$ cat src/rtl/block_mover_if.sv
// Player/verdict handshake and block-span bundle between block_mover
// and its neighbours (stop button, find_intersection, renderer).
interface block_mover_if;
  logic       stop_btn;
  logic       intersect_true;
  logic       done_finding;
  logic       stop_true;
  logic       reset_intersect_true;
  logic [8:0] curr_block_start;
  logic [8:0] curr_block_end;
  logic [8:0] prev_block_start;
  logic [8:0] prev_block_end;
  logic [3:0] curr_block_size;
  logic [3:0] prev_block_size;
  logic [3:0] row;
  logic       game_over;
  logic       win;

  modport master (
    input  stop_btn, intersect_true, done_finding,
    output stop_true, reset_intersect_true,
    output curr_block_start, curr_block_end,
    output prev_block_start, prev_block_end,
    output curr_block_size, prev_block_size,
    output row, game_over, win
  );

  modport slave (
    output stop_btn, intersect_true, done_finding,
    input  stop_true, reset_intersect_true,
    input  curr_block_start, curr_block_end,
    input  prev_block_start, prev_block_end,
    input  curr_block_size, prev_block_size,
    input  row, game_over, win
  );
endinterface

$ cat src/rtl/block_mover.sv
// Block-stacker moving block: bounces left/right, latches on stop,
// waits for the intersection verdict, then advances, wins or ends.
module block_mover #(
  parameter logic [8:0]  X_MAX     = 9'd159,
  parameter logic [8:0]  UNIT      = 9'd8,
  parameter logic [3:0]  INIT_SIZE = 4'd4,
  parameter logic [23:0] TICK_DIV  = 24'd5000000,
  parameter logic [3:0]  ROWS      = 4'd15
) (
  input  logic          clk,
  input  logic          resetn,
  block_mover_if.master bus
);

  localparam logic [8:0] SPAN =
    {5'd0, INIT_SIZE} * UNIT - 9'd1;

  typedef enum logic [2:0] {
    MOVE, STOP, NEXT, OVER, WIN
  } state_t;

  state_t      state, state_d;
  logic        left, left_d;
  logic [23:0] cnt, cnt_d;
  logic [8:0]  start, start_d;
  logic [8:0]  cend;
  logic [8:0]  pstart, pstart_d;
  logic [8:0]  pend, pend_d;
  logic [3:0]  row, row_d;
  logic        stop_true, rit;
  logic        game_over, win;
  logic        btn_q;
  logic        stop_edge, tick;

  assign stop_edge = bus.stop_btn & ~btn_q;
  assign tick      = (cnt == TICK_DIV - 24'd1);

  always_comb begin
    state_d  = state;
    left_d   = left;
    cnt_d    = cnt;
    start_d  = start;
    pstart_d = pstart;
    pend_d   = pend;
    row_d    = row;
    unique case (state)
      MOVE: begin
        cnt_d = tick ? 24'd0 : cnt + 24'd1;
        // a stop edge beats a simultaneous tick
        if (stop_edge) begin
          state_d = STOP;
        end else if (tick) begin
          if (!left) begin
            if ({1'b0, cend} + {1'b0, UNIT} <= {1'b0, X_MAX}) begin
              start_d = start + UNIT;
            end else begin
              left_d  = 1'b1;
              start_d = start - UNIT;
            end
          end else begin
            if (start >= UNIT) begin
              start_d = start - UNIT;
            end else begin
              left_d  = 1'b0;
              start_d = start + UNIT;
            end
          end
        end
      end
      STOP: begin
        if (bus.done_finding) begin
          if (bus.intersect_true) begin
            pstart_d = start;
            pend_d   = cend;
            if (row == ROWS - 4'd1) begin
              state_d = WIN;
            end else begin
              row_d   = row + 4'd1;
              state_d = NEXT;
            end
          end else begin
            state_d = OVER;
          end
        end
      end
      NEXT: begin
        start_d = 9'd0;
        left_d  = 1'b0;
        cnt_d   = 24'd0;
        state_d = MOVE;
      end
      OVER: ;
      WIN:  ;
    endcase
  end

  always_ff @(posedge clk) begin
    if (resetn) begin
      state     <= MOVE;
      left      <= 1'b0;
      cnt       <= 24'd0;
      start     <= 9'd0;
      cend      <= SPAN;
      pstart    <= 9'd0;
      pend      <= 9'd0;
      row       <= 4'd0;
      stop_true <= 1'b0;
      rit       <= 1'b0;
      game_over <= 1'b0;
      win       <= 1'b0;
      btn_q     <= 1'b1;
    end else begin
      state     <= state_d;
      left      <= left_d;
      cnt       <= cnt_d;
      start     <= start_d;
      cend      <= start_d + SPAN;
      pstart    <= pstart_d;
      pend      <= pend_d;
      row       <= row_d;
      stop_true <= (state_d == STOP);
      rit       <= (state_d == NEXT);
      game_over <= (state_d == OVER);
      win       <= (state_d == WIN);
      btn_q     <= bus.stop_btn;
    end
  end

  assign bus.stop_true            = stop_true;
  assign bus.reset_intersect_true = rit;
  assign bus.curr_block_start     = start;
  assign bus.curr_block_end       = cend;
  assign bus.prev_block_start     = pstart;
  assign bus.prev_block_end       = pend;
  assign bus.curr_block_size      = INIT_SIZE;
  assign bus.prev_block_size      = INIT_SIZE;
  assign bus.row                  = row;
  assign bus.game_over            = game_over;
  assign bus.win                  = win;

endmodule
$ cat src/flat_wrapper.sv
// flat-port wrapper written by rule: the top's interface ports become plain ports
module block_mover_flat 
#(
  parameter logic [8:0]  X_MAX     = 9'd159,
  parameter logic [8:0]  UNIT      = 9'd8,
  parameter logic [3:0]  INIT_SIZE = 4'd4,
  parameter logic [23:0] TICK_DIV  = 24'd5000000,
  parameter logic [3:0]  ROWS      = 4'd15
)
  (clk, resetn, bus_stop_btn, bus_intersect_true, bus_done_finding, bus_stop_true, bus_reset_intersect_true, bus_curr_block_start, bus_curr_block_end, bus_prev_block_start, bus_prev_block_end, bus_curr_block_size, bus_prev_block_size, bus_row, bus_game_over, bus_win);
  block_mover_if bus_i ();
  input  logic clk;
  input  logic resetn;
  input wire logic [$bits(bus_i.stop_btn)-1:0] bus_stop_btn;
  input wire logic [$bits(bus_i.intersect_true)-1:0] bus_intersect_true;
  input wire logic [$bits(bus_i.done_finding)-1:0] bus_done_finding;
  output wire logic [$bits(bus_i.stop_true)-1:0] bus_stop_true;
  output wire logic [$bits(bus_i.reset_intersect_true)-1:0] bus_reset_intersect_true;
  output wire logic [$bits(bus_i.curr_block_start)-1:0] bus_curr_block_start;
  output wire logic [$bits(bus_i.curr_block_end)-1:0] bus_curr_block_end;
  output wire logic [$bits(bus_i.prev_block_start)-1:0] bus_prev_block_start;
  output wire logic [$bits(bus_i.prev_block_end)-1:0] bus_prev_block_end;
  output wire logic [$bits(bus_i.curr_block_size)-1:0] bus_curr_block_size;
  output wire logic [$bits(bus_i.prev_block_size)-1:0] bus_prev_block_size;
  output wire logic [$bits(bus_i.row)-1:0] bus_row;
  output wire logic [$bits(bus_i.game_over)-1:0] bus_game_over;
  output wire logic [$bits(bus_i.win)-1:0] bus_win;
  assign bus_i.stop_btn = bus_stop_btn;
  assign bus_i.intersect_true = bus_intersect_true;
  assign bus_i.done_finding = bus_done_finding;
  assign bus_stop_true = bus_i.stop_true;
  assign bus_reset_intersect_true = bus_i.reset_intersect_true;
  assign bus_curr_block_start = bus_i.curr_block_start;
  assign bus_curr_block_end = bus_i.curr_block_end;
  assign bus_prev_block_start = bus_i.prev_block_start;
  assign bus_prev_block_end = bus_i.prev_block_end;
  assign bus_curr_block_size = bus_i.curr_block_size;
  assign bus_prev_block_size = bus_i.prev_block_size;
  assign bus_row = bus_i.row;
  assign bus_game_over = bus_i.game_over;
  assign bus_win = bus_i.win;
  block_mover #(.X_MAX(X_MAX), .UNIT(UNIT), .INIT_SIZE(INIT_SIZE), .TICK_DIV(TICK_DIV), .ROWS(ROWS)) u_core (.clk(clk), .resetn(resetn), .bus(bus_i));
endmodule
$ cat config.mk
export PLATFORM = sky130hd
export DESIGN_NAME = block_mover_flat
export DESIGN_NICKNAME = d
export VERILOG_FILES = /design/src/rtl/block_mover_if.sv /design/src/rtl/block_mover.sv /design/src/flat_wrapper.sv
export SDC_FILE = /design/constraint.sdc
export NUM_CORES = 1
export LEC_CHECK = 0
export BUFFER_PORTS_ARGS = -buffer_cell sky130_fd_sc_hd__buf_2
export CORE_ASPECT_RATIO = 2
export CORE_UTILIZATION = 51
export CTS_CLUSTER_DIAMETER = 60
export DETAILED_ROUTE_END_ITERATION = 12
export PLACE_DENSITY = 0.75
export SETUP_SLACK_MARGIN = 0.3
export SYNTH_ARGS = -nofsm -noshare
export SYNTH_HDL_FRONTEND = slang
export SYNTH_SLANG_ARGS = --single-unit
$ cat constraint.sdc
create_clock -name clk -period 2.44 [get_ports clk]
set_input_delay 0.488 -clock clk [delete_from_list [all_inputs] [get_ports clk]]
set_output_delay 0.488 -clock clk [all_outputs]
set_load 0.005 [all_outputs]
==> metrics.txt <==
Ant. Diodes=0; first-pass GRT wire length=18100 um; proportion of layout cells with a drive suffix above 1=42.9%; Worst path max stage delay=0.38 ns; Critical-path top delay cell=or3b_4; Crit. End Element=register; Clock transition at path regs=0.06 ns; ys async rst share=0%; Sequential Area=1480 um2; Max Clock Freq=339 MHz; Yosys top cell area share=41.5%; area of the multi-input gates=2380 um2; IO buf count=48; Final Max Slew Viols=0; non-filler cells, final=666; hold_buf cts=0; commonest cells in the synthesized netlist=dfxtp_1, nand2_1, nor2_1, a21oi_1, o21ai_0; post-synthesis sequential area ratio=41.5%; io pins=57; post-synthesis register bit count=73; top post-synthesis cells by area=dfxtp_1, nand2_1, a21oi_1; DRT Pass-1 Iters=5; post-synth top area cell=dfxtp_1; Setup crit start=u_core.bus.curr_block_start[3]$_SDFF_PP0_; Tot GR Track Use=34.7%; nets=586; H-Tree Depth=3; post-synth cell types=62; final setup fails=7; clock sink total=73; GR Overflow Total=0; GP Congestion=0.932; DR iter-0 viols=465; antenna violations before repair=0; Overall Power=2.70 mW; top_reg_cell synth=dfxtp_1; failing checks=setup timing; CTS max path bufs=2; dpl cell area=4410 um2; Final WS setup=-0.511 ns; Post-Synthesis Cells=438; most frequent CP cell=mux2i_2; Warnings, synthesis=0; CP Cell Sequence=inv_4 -> ha_4 -> or3b_4 -> a311o_1 -> o21ai_4 -> mux2i_2 -> mux2i_2 -> buf_4 -> o22ai_4 -> nor3_4 -> mux2_4; placed cell count=626; Worst Path Arrival=3.18 ns; run status=finished, violations left; post-DR vias/cell=6.23; number of routed nets with antenna violations=0; RSZ-0062 raised after global routing=true; Vias=4148; DRC viols=0; Crit Path Category=register to register; Die Area=7270 um2; period utilization=121%; maximum vdd drop=465 uV; latest clock arrival within the worst-skew pair=0.34 ns; PD cells=503 nW/um2; Leak=2.23 nW; mapped cell area=3520 um2; Num CTS Buffers=9; R2R depth=11; clock skew=0.00554 ns; Hold Crit Depth=2; FF-to-FF Start=u_core.bus.curr_block_start[3]$_SDFF_PP0_; pin count of the biggest net entering global routing=27; Final Critical Period=2.95 ns; syn_area_per_cell=8.05 um2; Required @ worst endpoint=2.67 ns; DP Worst Slack=-0.300 ns; Startpoint Class=register; count leader, synth=dfxtp_1; DRT Wirelength=13300 um; routed len/inst=20.0 um; DIE WIDTH=60.8 um; fin area=5370 um2; number of synthesized flops with an enable pin=0; root buffer cell=clkbuf_16; initial core utilization=53.2%; Row Count=42; fill cell count=355; Post-DP HPWL=7290 um; vias in the first global route=3771; Rel. slew slack=65.4%; core area=6620 um2; largest driver fanout on the critical path=2; Min Hold Slack=0.357 ns; Synth-to-Final Area Change=52.4%; worst min-delay path class=primary input to register; hold path startpoint=bus_stop_btn; Fin. Hold Viols=0; Worst-Margin Slew=0.519 ns; max_cap viols=0; Die Ht=120 um; CTS tree=done
where the power goes:
part           switching (mW)  internal, mW
registers              0.0103          1.20
logic                   0.109        0.0682
clock network           0.501         0.811
stage by stage:
step	setup TNS [ns]	util [%]
after floorplan	-0.124	-
after global placement	-0.484	66.6
after detailed placement	-0.872	66.6
after CTS	-0.345	76.1
after global routing	-2.70	81.1
final	-1.82	81.1
layout make-up:
class | count | area share [%]
Clock buffer | 10 | 4.45
Clock inverter | 5 | 1.05
Inverter | 6 | 0.466
Multi-Input combinational cell | 337 | 44.3
Sequential cell | 73 | 27.5
Tap cell | 88 | 2.05
Timing Repair Buffer | 147 | 20.2
cells by family (layout without fill, tap and decap cells):
| group | count (synthesis) | after routing | synth area share (%) |
|---|---|---|---|
| multiplexers | 3 | 3 | 0.887 |
| adder cells (fa/ha/maj) | 7 | 7 | 2.48 |
| buffers and inverters | 34 | 168 | 4.61 |
| AND/OR/NAND/NOR | 212 | 212 | 30.7 |
| other | 2 | 8 | 0.213 |
| flip-flops | 73 | 73 | 41.5 |
| XOR/XNOR | 9 | 9 | 2.45 |
| AO/OA/AOI/OAI | 98 | 98 | 17.2 |
layer usage:
metal / track usage [%] / part of all wire (%) / vias to the layer above
met5: 0 / 0 / -
met3: 8.73 / 6.0 / 99
met1: 31.9 / 33 / 1992
met4: 27.1 / 7.4 / 0
met2: 60.4 / 54 / 252
li1: - / - / 1805
path summary, 6_finish.rpt:
check                                               to  slack, ns
min reg2reg  u_core.bus.prev_block_end[2]$_SDFFE_PP0P_       0.45
max            u_core.bus.curr_block_end[8]$_SDFF_PP0_      -0.51
max reg2reg    u_core.bus.curr_block_end[8]$_SDFF_PP0_      -0.51
min                            u_core.btn_q$_SDFF_PP1_       0.36
layout by cell type (no fill, tap or decap), types with 5 or more instances in the layout:
cell type,Yosys,final
o21ai_0,18,11
nor2_1,54,47
a311oi_1,6,6
nor2b_1,9,5
buf_2,4,48
nand3_1,11,11
dfxtp_2,0,8
nand2_1,62,62
dfxtp_1,73,64
and3_1,11,8
clkbuf_16,0,9
nor3_1,11,5
conb_1,2,8
a21oi_1,46,40
nand2b_1,6,6
buf_4,8,81
buf_6,0,15
repair_timing:
action,4_1_cts,5_1_grt
pin swaps,14,16
endpoints found under the setup margin,30,32
setup buffers,11,13
gates cloned,1,0
gates resized for setup,46,56
state kept, by name (all words and copies together) (netlist names), 3 cells and up:
signal	flops
u_core.cnt	24
u_core.bus.curr_block_end	9
u_core.bus.curr_block_start	9
u_core.bus.prev_block_end	9
u_core.bus.prev_block_start	9
u_core.bus.row	4
u_core.state	3
critical path: cells and delay by family (launching register included):
| kind | cells | cell delay [ns] |
|---|---|---|
| AOI/OAI and AO/OA | 3 | 0.53 |
| muxes | 3 | 0.89 |
| DFF | 1 | 0.36 |
| adders and majority gates | 1 | 0.12 |
| buffers and inverters | 2 | 0.24 |
| and+or+nand+nor | 2 | 0.70 |
No activity file was read; power rests on OpenSTA's default activity.
